===== src/rtl/snitch_icache_sched_pkg.sv =====
// Shared types and helpers for the instruction-cache RAM scheduler.
//   sched_state_e : SWEEP (invalidating all lines) / RUN (arbitrating users)
//   ram_wsel_e    : RAM write source select
//   way_onehot()  : decodes a way index to a per-way enable vector
package snitch_icache_sched_pkg;

    typedef enum logic {
        SWEEP = 1'b0,
        RUN   = 1'b1
    } sched_state_e;

    typedef enum logic {
        WSEL_ZERO   = 1'b0,
        WSEL_REFILL = 1'b1
    } ram_wsel_e;

    // Widest way vector the decode helper can produce; callers slice it.
    localparam int unsigned MAX_WAYS = 64;

    // A direct-mapped cache (single way) always enables its only way.
    function automatic logic [MAX_WAYS-1:0] way_onehot(input int unsigned way,
                                                       input int unsigned count);
        logic [MAX_WAYS-1:0] oh;
        if (count <= 1) oh = '1;
        else            oh = MAX_WAYS'(1) << way;
        return oh;
    endfunction

endpackage


===== src/rtl/snitch_icache_ram_sched_if.sv =====
// Request and RAM-side signal bundle of the instruction-cache RAM scheduler.
//   slave  : the scheduler (takes flush/lookup/refill requests, drives RAM)
//   master : the surrounding lookup stage / testbench
// Signals: flush/lookup/write handshakes, lookup_out_ready_i, RAM request,
// write enable, address, write select, read-valid strobe, busy and the two
// performance counters (zero unless SNITCH_ICACHE_SCHED_PERF_EN is defined).
interface snitch_icache_ram_sched_if #(
    parameter int unsigned LINE_COUNT = 128,
    parameter int unsigned WAY_COUNT  = 4
);
    localparam int unsigned COUNT_ALIGN = $clog2(LINE_COUNT);
    localparam int unsigned WAY_ALIGN   = (WAY_COUNT > 1) ? $clog2(WAY_COUNT) : 1;

    logic                   flush_valid_i;
    logic                   flush_ready_o;
    logic                   lookup_valid_i;
    logic [COUNT_ALIGN-1:0] lookup_addr_i;
    logic                   lookup_ready_o;
    logic                   lookup_out_ready_i;
    logic                   write_valid_i;
    logic [COUNT_ALIGN-1:0] write_addr_i;
    logic [WAY_ALIGN-1:0]   write_way_i;
    logic                   write_ready_o;
    logic [WAY_COUNT-1:0]   ram_req_o;
    logic                   ram_we_o;
    logic [COUNT_ALIGN-1:0] ram_addr_o;
    logic                   ram_wsel_o;
    logic                   ram_rvalid_o;
    logic                   busy_o;
    logic [31:0]            perf_wr_stall_o;
    logic [31:0]            perf_lk_stall_o;

    modport slave (
        input  flush_valid_i, lookup_valid_i, lookup_addr_i, lookup_out_ready_i,
               write_valid_i, write_addr_i, write_way_i,
        output flush_ready_o, lookup_ready_o, write_ready_o, ram_req_o, ram_we_o,
               ram_addr_o, ram_wsel_o, ram_rvalid_o, busy_o,
               perf_wr_stall_o, perf_lk_stall_o
    );

    modport master (
        output flush_valid_i, lookup_valid_i, lookup_addr_i, lookup_out_ready_i,
               write_valid_i, write_addr_i, write_way_i,
        input  flush_ready_o, lookup_ready_o, write_ready_o, ram_req_o, ram_we_o,
               ram_addr_o, ram_wsel_o, ram_rvalid_o, busy_o,
               perf_wr_stall_o, perf_lk_stall_o
    );
endinterface


===== src/rtl/snitch_icache_sched_sweep.sv =====
// Invalidation sweep line counter.
//   clk_i, rst_i : clock, synchronous active-high reset (clears the count)
//   start_i      : restart the sweep from line 0
//   en_i         : advance one line this cycle
//   cnt_o        : line currently being invalidated
//   done_o       : last line is being invalidated this cycle
module snitch_icache_sched_sweep #(
    parameter int unsigned LINE_COUNT = 128,
    localparam int unsigned COUNT_ALIGN = $clog2(LINE_COUNT)
) (
    input  logic                   clk_i,
    input  logic                   rst_i,
    input  logic                   start_i,
    input  logic                   en_i,
    output logic [COUNT_ALIGN-1:0] cnt_o,
    output logic                   done_o
);
    logic [COUNT_ALIGN-1:0] cnt_q, cnt_d;

    assign done_o = en_i && (cnt_q == COUNT_ALIGN'(LINE_COUNT - 1));
    assign cnt_o  = cnt_q;

    always_comb begin
        cnt_d = cnt_q;
        if (start_i)     cnt_d = '0;
        else if (done_o) cnt_d = '0;
        else if (en_i)   cnt_d = cnt_q + 1'b1;
    end

    always_ff @(posedge clk_i) begin
        if (rst_i) cnt_q <= '0;
        else       cnt_q <= cnt_d;
    end
endmodule


===== src/rtl/snitch_icache_ram_sched.sv =====
// Shares the single-port tag/data RAM ways of the icache lookup stage between
// the invalidation sweep (highest priority), refill writes and lookup reads.
// Refills beat lookups, but after MAX_WR_BURST back-to-back refill grants a
// waiting lookup gets one slot.
//   clk_i, rst_i : clock, synchronous active-high reset
//   bus (slave)  : request handshakes and RAM controls, see the interface
// Optional macro SNITCH_ICACHE_SCHED_PERF_EN builds the saturating stall
// counters; otherwise the perf outputs are tied to zero.
module snitch_icache_ram_sched
    import snitch_icache_sched_pkg::*;
#(
    parameter int unsigned LINE_COUNT   = 128,
    parameter int unsigned WAY_COUNT    = 4,
    parameter int unsigned MAX_WR_BURST = 4
) (
    input  logic                     clk_i,
    input  logic                     rst_i,
    snitch_icache_ram_sched_if.slave bus
);
    localparam int unsigned COUNT_ALIGN = $clog2(LINE_COUNT);
    localparam int unsigned WAY_ALIGN   = (WAY_COUNT > 1) ? $clog2(WAY_COUNT) : 1;
    localparam int unsigned BURST_W     = $clog2(MAX_WR_BURST + 1);

    sched_state_e           state_q, state_d;
    logic [BURST_W-1:0]     burst_q, burst_d;
    logic                   rvalid_q, rvalid_d;
    logic                   run, lk_pend, wr_gnt, rd_gnt, flush_hs;
    logic                   sweep_en, sweep_done;
    logic [COUNT_ALIGN-1:0] sweep_cnt;
    logic [WAY_ALIGN-1:0]   wr_way;
    logic [MAX_WAYS-1:0]    way_oh;

    logic [WAY_COUNT-1:0]   ram_req;
    logic                   ram_we, flush_rdy;
    logic [COUNT_ALIGN-1:0] ram_addr;
    ram_wsel_e              ram_wsel;

    assign wr_way   = bus.write_way_i;
    assign way_oh   = way_onehot(32'(wr_way), WAY_COUNT);
    assign run      = (state_q == RUN) && !rst_i;
    assign sweep_en = (state_q == SWEEP) && !rst_i;
    assign lk_pend  = bus.lookup_valid_i & bus.lookup_out_ready_i;
    assign wr_gnt   = run & bus.write_valid_i & (!lk_pend | (burst_q < BURST_W'(MAX_WR_BURST)));
    assign rd_gnt   = run & !wr_gnt & lk_pend;
    assign flush_hs = run & bus.flush_valid_i;

    snitch_icache_sched_sweep #(.LINE_COUNT(LINE_COUNT)) i_sweep (
        .clk_i   (clk_i),
        .rst_i   (rst_i),
        .start_i (flush_hs),
        .en_i    (sweep_en),
        .cnt_o   (sweep_cnt),
        .done_o  (sweep_done)
    );

    // State register.
    always_ff @(posedge clk_i) begin
        if (rst_i) state_q <= SWEEP;
        else       state_q <= state_d;
    end

    // Next-state logic.
    always_comb begin
        state_d = state_q;
        case (state_q)
            SWEEP:   if (sweep_done) state_d = RUN;
            RUN:     if (flush_hs)   state_d = SWEEP;
            default: state_d = SWEEP;
        endcase
    end

    // Output logic; everything RAM- and ready-facing is held low in reset.
    always_comb begin
        ram_req   = '0;
        ram_we    = 1'b0;
        ram_addr  = bus.lookup_addr_i;
        ram_wsel  = WSEL_REFILL;
        flush_rdy = 1'b0;
        if (rst_i) begin
            ram_addr = '0;
            ram_wsel = WSEL_ZERO;
        end else if (state_q == SWEEP) begin
            ram_req  = '1;
            ram_we   = 1'b1;
            ram_wsel = WSEL_ZERO;
            ram_addr = sweep_cnt;
        end else begin
            flush_rdy = 1'b1;
            if (wr_gnt) begin
                ram_req  = way_oh[WAY_COUNT-1:0];
                ram_we   = 1'b1;
                ram_addr = bus.write_addr_i;
            end else if (rd_gnt) begin
                ram_req  = '1;
            end
        end
    end

    // Refill burst limiter: a read grant or an absent refill restarts the
    // budget; the count saturates so a long lookup-free refill run does not
    // wrap and re-starve the next lookup.
    always_comb begin
        burst_d = burst_q;
        if (wr_gnt) begin
            if (burst_q < BURST_W'(MAX_WR_BURST)) burst_d = burst_q + 1'b1;
        end else if (rd_gnt || !bus.write_valid_i) begin
            burst_d = '0;
        end
        rvalid_d = rd_gnt;
    end

    always_ff @(posedge clk_i) begin
        if (rst_i) begin
            burst_q  <= '0;
            rvalid_q <= 1'b0;
        end else begin
            burst_q  <= burst_d;
            rvalid_q <= rvalid_d;
        end
    end

    assign bus.ram_req_o      = ram_req;
    assign bus.ram_we_o       = ram_we;
    assign bus.ram_addr_o     = ram_addr;
    assign bus.ram_wsel_o     = ram_wsel;
    assign bus.ram_rvalid_o   = rvalid_q & !rst_i;
    assign bus.flush_ready_o  = flush_rdy;
    assign bus.write_ready_o  = wr_gnt;
    assign bus.lookup_ready_o = rd_gnt;
    assign bus.busy_o         = (state_q == SWEEP);

`ifdef SNITCH_ICACHE_SCHED_PERF_EN
    logic [31:0] perf_wr_q, perf_wr_d, perf_lk_q, perf_lk_d;

    always_comb begin
        perf_wr_d = perf_wr_q;
        perf_lk_d = perf_lk_q;
        if (bus.write_valid_i && !wr_gnt && (perf_wr_q != '1))  perf_wr_d = perf_wr_q + 1'b1;
        if (bus.lookup_valid_i && !rd_gnt && (perf_lk_q != '1)) perf_lk_d = perf_lk_q + 1'b1;
    end

    always_ff @(posedge clk_i) begin
        if (rst_i) begin
            perf_wr_q <= '0;
            perf_lk_q <= '0;
        end else begin
            perf_wr_q <= perf_wr_d;
            perf_lk_q <= perf_lk_d;
        end
    end

    assign bus.perf_wr_stall_o = perf_wr_q;
    assign bus.perf_lk_stall_o = perf_lk_q;
`else
    assign bus.perf_wr_stall_o = '0;
    assign bus.perf_lk_stall_o = '0;
`endif
endmodule


===== src/flat_wrapper.sv =====
// flat-port wrapper written by rule: the top's interface ports become plain ports
module snitch_icache_ram_sched_flat import snitch_icache_sched_pkg::*;
#(
    parameter int unsigned LINE_COUNT   = 128,
    parameter int unsigned WAY_COUNT    = 4,
    parameter int unsigned MAX_WR_BURST = 4
)
  (clk_i, rst_i, bus_flush_valid_i, bus_lookup_valid_i, bus_lookup_addr_i, bus_lookup_out_ready_i, bus_write_valid_i, bus_write_addr_i, bus_write_way_i, bus_flush_ready_o, bus_lookup_ready_o, bus_write_ready_o, bus_ram_req_o, bus_ram_we_o, bus_ram_addr_o, bus_ram_wsel_o, bus_ram_rvalid_o, bus_busy_o, bus_perf_wr_stall_o, bus_perf_lk_stall_o);
  snitch_icache_ram_sched_if #(.LINE_COUNT(LINE_COUNT), .WAY_COUNT(WAY_COUNT)) bus_i ();
  input  logic clk_i;
  input  logic rst_i;
  input wire logic [$bits(bus_i.flush_valid_i)-1:0] bus_flush_valid_i;
  input wire logic [$bits(bus_i.lookup_valid_i)-1:0] bus_lookup_valid_i;
  input wire logic [$bits(bus_i.lookup_addr_i)-1:0] bus_lookup_addr_i;
  input wire logic [$bits(bus_i.lookup_out_ready_i)-1:0] bus_lookup_out_ready_i;
  input wire logic [$bits(bus_i.write_valid_i)-1:0] bus_write_valid_i;
  input wire logic [$bits(bus_i.write_addr_i)-1:0] bus_write_addr_i;
  input wire logic [$bits(bus_i.write_way_i)-1:0] bus_write_way_i;
  output wire logic [$bits(bus_i.flush_ready_o)-1:0] bus_flush_ready_o;
  output wire logic [$bits(bus_i.lookup_ready_o)-1:0] bus_lookup_ready_o;
  output wire logic [$bits(bus_i.write_ready_o)-1:0] bus_write_ready_o;
  output wire logic [$bits(bus_i.ram_req_o)-1:0] bus_ram_req_o;
  output wire logic [$bits(bus_i.ram_we_o)-1:0] bus_ram_we_o;
  output wire logic [$bits(bus_i.ram_addr_o)-1:0] bus_ram_addr_o;
  output wire logic [$bits(bus_i.ram_wsel_o)-1:0] bus_ram_wsel_o;
  output wire logic [$bits(bus_i.ram_rvalid_o)-1:0] bus_ram_rvalid_o;
  output wire logic [$bits(bus_i.busy_o)-1:0] bus_busy_o;
  output wire logic [$bits(bus_i.perf_wr_stall_o)-1:0] bus_perf_wr_stall_o;
  output wire logic [$bits(bus_i.perf_lk_stall_o)-1:0] bus_perf_lk_stall_o;
  assign bus_i.flush_valid_i = bus_flush_valid_i;
  assign bus_i.lookup_valid_i = bus_lookup_valid_i;
  assign bus_i.lookup_addr_i = bus_lookup_addr_i;
  assign bus_i.lookup_out_ready_i = bus_lookup_out_ready_i;
  assign bus_i.write_valid_i = bus_write_valid_i;
  assign bus_i.write_addr_i = bus_write_addr_i;
  assign bus_i.write_way_i = bus_write_way_i;
  assign bus_flush_ready_o = bus_i.flush_ready_o;
  assign bus_lookup_ready_o = bus_i.lookup_ready_o;
  assign bus_write_ready_o = bus_i.write_ready_o;
  assign bus_ram_req_o = bus_i.ram_req_o;
  assign bus_ram_we_o = bus_i.ram_we_o;
  assign bus_ram_addr_o = bus_i.ram_addr_o;
  assign bus_ram_wsel_o = bus_i.ram_wsel_o;
  assign bus_ram_rvalid_o = bus_i.ram_rvalid_o;
  assign bus_busy_o = bus_i.busy_o;
  assign bus_perf_wr_stall_o = bus_i.perf_wr_stall_o;
  assign bus_perf_lk_stall_o = bus_i.perf_lk_stall_o;
  snitch_icache_ram_sched #(.LINE_COUNT(LINE_COUNT), .WAY_COUNT(WAY_COUNT), .MAX_WR_BURST(MAX_WR_BURST)) u_core (.clk_i(clk_i), .rst_i(rst_i), .bus(bus_i));
endmodule

===== config.mk =====
export PLATFORM = sky130hd
export DESIGN_NAME = snitch_icache_ram_sched_flat
export DESIGN_NICKNAME = d
export VERILOG_FILES = /design/src/rtl/snitch_icache_sched_pkg.sv /design/src/rtl/snitch_icache_ram_sched_if.sv /design/src/rtl/snitch_icache_sched_sweep.sv /design/src/rtl/snitch_icache_ram_sched.sv /design/src/flat_wrapper.sv
export SDC_FILE = /design/constraint.sdc
export NUM_CORES = 1
export LEC_CHECK = 0
export ABC_AREA = 1
export ABC_CLOCK_PERIOD_IN_PS = 1780
export CAP_MARGIN = 0
export CORE_MARGIN = 5
export CORE_UTILIZATION = 55
export CTS_BUF_LIST = sky130_fd_sc_hd__clkbuf_4
export DETAILED_ROUTE_END_ITERATION = 10
export DONT_BUFFER_PORTS = 1
export GPL_ROUTABILITY_DRIVEN = 0
export PLACE_DENSITY = 0.79
export SETUP_SLACK_MARGIN = 0.05
export SLEW_MARGIN = 20
export SYNTH_ARGS = -nofsm -noshare
export SYNTH_HDL_FRONTEND = slang
export SYNTH_SLANG_ARGS = --single-unit

===== constraint.sdc =====
create_clock -name clk_i -period 1.78 [get_ports clk_i]
set_input_delay 0.356 -clock clk_i [delete_from_list [all_inputs] [get_ports clk_i]]
set_output_delay 0.356 -clock clk_i [all_outputs]
set_load 0.005 [all_outputs]

==> results.json, run 1 <==
{
  "h-tree-depth": 1,
  "cp-start-kind": "flop",
  "grt_pass1_vias": 899,
  "start_util_pct": 56.0,
  "clock.fmax_mhz": 606,
  "setup_tns_ps": 0,
  "critPathMaxFanout": 8,
  "dieArea_um2": 3880,
  "syn-cell-area_um2": 1500,
  "drt-vias-per-instance": 4.32,
  "ys_top_cells_by_area": "buf_4, dfxtp_1, nand2_1, nand3_1, inv_1",
  "first_pass_iters": 4,
  "root_buffer": "clkbuf_4",
  "grt_max_degree": 14,
  "totalWireLength_um": 2750,
  "cp-startpoint": "u_core.state_q",
  "synth_seq_cells": 12,
  "min-delay-start": "rst_i",
  "overflow": 0,
  "status": "completed",
  "max_cap_viol_count": 0,
  "power_density_nw_per_um2": 407,
  "r2r-start": "u_core.i_sweep.cnt_o[0]",
  "route.detailed.drc": 0,
  "peakVddDrop_uv": 248,
  "required_ps": 1420,
  "cts_made_buffers": 3,
  "vias": 1072,
  "cts_tree": "built",
  "boundaryPins": 104,
  "hold_viol_final": 0,
  "nNetsFinal": 242,
  "final_cell_area_um2": 1310,
  "yosysSeqAreaShare_pct": 16.0,
  "endpoint_kind": "output port",
  "worstPathArrival_ps": 1290,
  "period_minus_slack_ps": 1650,
  "core_um2": 2690,
  "syn_avg_cell_area_um2": 7.00,
  "final_cell_mix": "conb_1, nand2_1, inv_1, nand3_1, nor2_1",
  "antenna_found_initial": 0,
  "cts_sinks": 12,
  "finClkSkew_ps": 5.85,
  "rows": 19,
  "cts_hold_buffers": 0,
  "grt_first_pass_wirelength_um": 4190,
  "netlist.area_leader.share_pct": 32.4,
  "rsz0062_at_grt": "true",
  "finalSetupViolations": 0,
  "fin_util_pct": 48.7,
  "ant_nets": 0,
  "leakage_nw": 0.736,
  "synthCells": 215,
  "clockBufferDepth": 2,
  "ys_warn_count": 0,
  "antenna_cells": 0,
  "hp-class": "input pin to flop",
  "drt_iter0_drc": 27,
  "grt_usage_pct": 13.1,
  "crit_type": "flop to output port",
  "cts.clk_slew.worst_paths_ps": 80,
  "placed_area_um2": 1260,
  "die_width_um": 62.3,
  "port_buffers": 0,
  "drv_slew": 0,
  "syn2layout_area_growth_pct": -13.0,
  "dieHeight_um": 62.3,
  "wire_per_inst_um": 11.1,
  "fin_crit_sh_pct": 92.7,
  "synth_area_leader_cell": "buf_4",
  "place_hpwl_um": 2280,
  "clk_latency_ps": 270,
  "final_common_cell": "conb_1",
  "drive_above_1_share_pct": 13.4,
  "ff2ff_setup_slack_ps": 470,
  "synth_cell_types": 26
}
==> where the power goes <==
group          total [mW]  leakage, nW  internal, mW  switching (mW)
combinational      0.0852        0.622        0.0196          0.0656
clock               0.171       0.0154        0.0812          0.0898
sequential          0.277       0.0984         0.271         0.00571
==> logic make-up after synthesis <==
group | synth area share [%]
simple gates | 34.3
buf+inv | 42.2
flops | 16.0
compound gates | 5.07
fa+ha+maj | 1.66
xor+xnor | 0.582
other cells | 0.249
==> per-layer routing <==
| metal | track usage [%] | share of wire [%] |
|---|---|---|
| met2 | 21.4 | 46 |
| met3 | 5.23 | 14 |
| met4 | 6.37 | 1.2 |
| met5 | 0 | 0 |
| met1 | 14.7 | 39 |
==> registers in the layout (all words and copies together) (netlist names) <==
| register | flops |
|---|---|
| u_core.state_q | 1 |
| u_core.rvalid_q | 1 |
| u_core.burst_q | 3 |
| u_core.i_sweep.cnt_o | 7 |
==> critical path: stages (launching register included) <==
cell and delay [ps]:
dfxtp_4 400, inv_4 70, nor2_8 180, o211ai_4 140, nand3_1 110, nand2_1 60
inv_1 60
==> cell type report <==
class	instances	area, µm²
clock inverter	1	3.75
fill	300	1380
timing repair buffer	2	15.0
clock buffer	3	22.5
inverter	25	106
sequential	12	245
multi-input combinational	174	877
tap	31	38.8
==> metrics by stage <==
step | instances | setup WS, ps | total power, mW | hold slack [ps]
global route | 248 | 44.6 | 0.572 | 122
detailed placement | 242 | 207 | 0.366 | 441
CTS | 248 | 65.3 | 0.538 | 134
floorplan | 278 | 374 | 0.471 | 461
global placement | 242 | 260 | 0.365 | 432
finish | 248 | 131 | 0.533 | 149
==> cells in the mapped netlist, drive strengths merged <==
library cell	instances
buf	68
nand3b	2
inv	24
dfxtp	12
nor2	17
o211ai	1
xnor2	1
clkinv	1
nand3	26
o21bai	2
nand4	1
o21ai	2
nand2	49
ha	2
conb	1
a21oi	6
==> worst paths after layout <==
| path | end | depth (start not counted) |
|---|---|---|
| worst min-delay path | u_core.burst_q[2] | 1 |
| worst max-delay path | bus_ram_req_o[0] | 6 |
| worst min register to register | u_core.burst_q[1] | 2 |
| worst max register to register | u_core.i_sweep.cnt_o[3] | 6 |
==> timing repair <==
| action | 4_1_cts | 5_1_grt |
|---|---|---|
| buffers inserted | 1 | 0 |
| gates resized for setup | 3 | 1 |
| pin swaps | 1 | 2 |
| gates cloned | 1 | 0 |
| setup endpoints to repair | 12 | 4 |
| endpoints found under the hold margin | 0 | 0 |
Note: power is estimated with default switching activity, not from simulation.
==> run 2, diff against run 1 <==
Settings changed: MAX_ROUTING_LAYER from default to met4.
==> results.json, run 2 (synthesis results as in run 1) <==
{
  "placed_area_um2": 1260,
  "hp-class": "input pin to flop",
  "overflow": 0,
  "first_pass_iters": 3,
  "endpoint_kind": "output port",
  "finalSetupViolations": 0,
  "required_ps": 1420,
  "finClkSkew_ps": 6.04,
  "leakage_nw": 0.736,
  "crit_type": "flop to output port",
  "max_cap_viol_count": 0,
  "cp_num_buf_inv": 2,
  "critPathMaxFanout": 8,
  "hold_viol_final": 0,
  "rows": 19,
  "port_buffers": 0,
  "clockBufferDepth": 2,
  "start_util_pct": 56.0,
  "core_um2": 2690,
  "power_density_nw_per_um2": 407,
  "grt_usage_pct": 13.5,
  "drv_slew": 0,
  "h-tree-depth": 1,
  "cts_made_buffers": 3,
  "peakVddDrop_uv": 248,
  "cts_tree": "built",
  "slowest_delay_ps": 400,
  "nNetsFinal": 242,
  "totalWireLength_um": 2750,
  "vias": 1070,
  "grt_first_pass_wirelength_um": 4190,
  "drt-vias-per-instance": 4.31,
  "crit_slowest_cell": "dfxtp_4",
  "drt_iter0_drc": 29,
  "grt_max_degree": 14,
  "final.fill_count": 300,
  "boundaryPins": 104,
  "drive_above_1_share_pct": 13.4,
  "final_cell_area_um2": 1310,
  "crit_chain": "inv_4 > nor2_8 > o211ai_4 > nand3_1 > nand2_1 > inv_1",
  "grt_pass1_vias": 901,
  "cts_hold_buffers": 0,
  "multi_input_area_um2": 877,
  "worstPathArrival_ps": 1290,
  "period_minus_slack_ps": 1650,
  "root_buffer": "clkbuf_4",
  "setup_tns_ps": 0,
  "final_common_cell": "conb_1",
  "place_hpwl_um": 2280,
  "clk_latency_ps": 270,
  "antenna_cells": 0,
  "syn2layout_area_growth_pct": -13.0,
  "wire_per_inst_um": 11.1,
  "fin_crit_sh_pct": 92.7,
  "ant_nets": 0,
  "final_cell_mix": "conb_1, nand2_1, inv_1, nand3_1, nor2_1",
  "rsz0062_at_grt": "true",
  "antenna_found_initial": 0,
  "cts_sinks": 12,
  "clock.fmax_mhz": 606,
  "largest_reg_flops": 7,
  "route.detailed.drc": 0,
  "status": "completed",
  "seqCellArea_um2": 245,
  "ff2ff_setup_slack_ps": 470,
  "cts.clk_slew.worst_paths_ps": 80,
  "crit_family": "flip-flops",
  "die_width_um": 62.3,
  "dieArea_um2": 3880,
  "cp-start-kind": "flop",
  "dieHeight_um": 62.3
}
==> run 2: cell counts in the layout (fill, tap and decap cells not counted) <==
No cell type changed its count.
==> run 2: repair_timing <==
| action | 4_1_cts | 5_1_grt |
|---|---|---|
| cloned | 1 | 0 |
| gates resized for setup | 3 | 1 |
| pin swaps | 1 | 2 |
| buffers inserted | 1 | 0 |
| setup endpoints to repair | 12 | 4 |
==> run 2: per-stage QoR <==
| stage | util (%) | total power [mW] | worst slack [ps] | hold WS [ps] | instances |
|---|---|---|---|---|---|
| 4_1_cts | 48.6 | 0.538 | 65.3 | 134 | 248 |
| 2_1_floorplan | - | 0.471 | 374 | 461 | 278 |
| 5_1_grt | 48.7 | 0.572 | 44.6 | 122 | 248 |
| 3_5_place_dp | 46.8 | 0.366 | 207 | 441 | 242 |
| 6_report | 48.7 | 0.533 | 131 | 149 | 248 |
| 3_3_place_gp | 46.8 | 0.365 | 260 | 432 | 242 |
==> run 2: area by class of cell <==
| type | instances | area share (%) |
|---|---|---|
| Multi-Input combinational cell | 174 | 67.0 |
| Sequential cell | 12 | 18.7 |
| Inverter | 25 | 8.13 |
| Tap cell | 31 | 2.96 |
| Clock buffer | 3 | 1.72 |
| Timing Repair Buffer | 2 | 1.15 |
| Clock inverter | 1 | 0.287 |
==> run 2: layer usage <==
layer / global-route usage, % / wire length [µm] / vias to the layer above
met5: - / 0 / -
met4: 6.37 / 34 / 0
met3: 5.05 / 385 / 4
met2: 21.4 / 1270 / 62
met1: 14.8 / 1060 / 458
li1: - / - / 546
==> run 2: worst paths after layout <==
path | to | cells after the start | start
max | bus_ram_req_o[0] | 6 | u_core.state_q
min | u_core.burst_q[2] | 1 | rst_i
max reg2reg | u_core.i_sweep.cnt_o[3] | 6 | u_core.i_sweep.cnt_o[0]
min reg2reg | u_core.burst_q[1] | 2 | u_core.burst_q[1]
==> run 2: report_power, final <==
part / switching (mW) / internal, mW
Clock: 0.0896 / 0.0812
Sequential: 0.00571 / 0.271
Combinational: 0.0656 / 0.0196
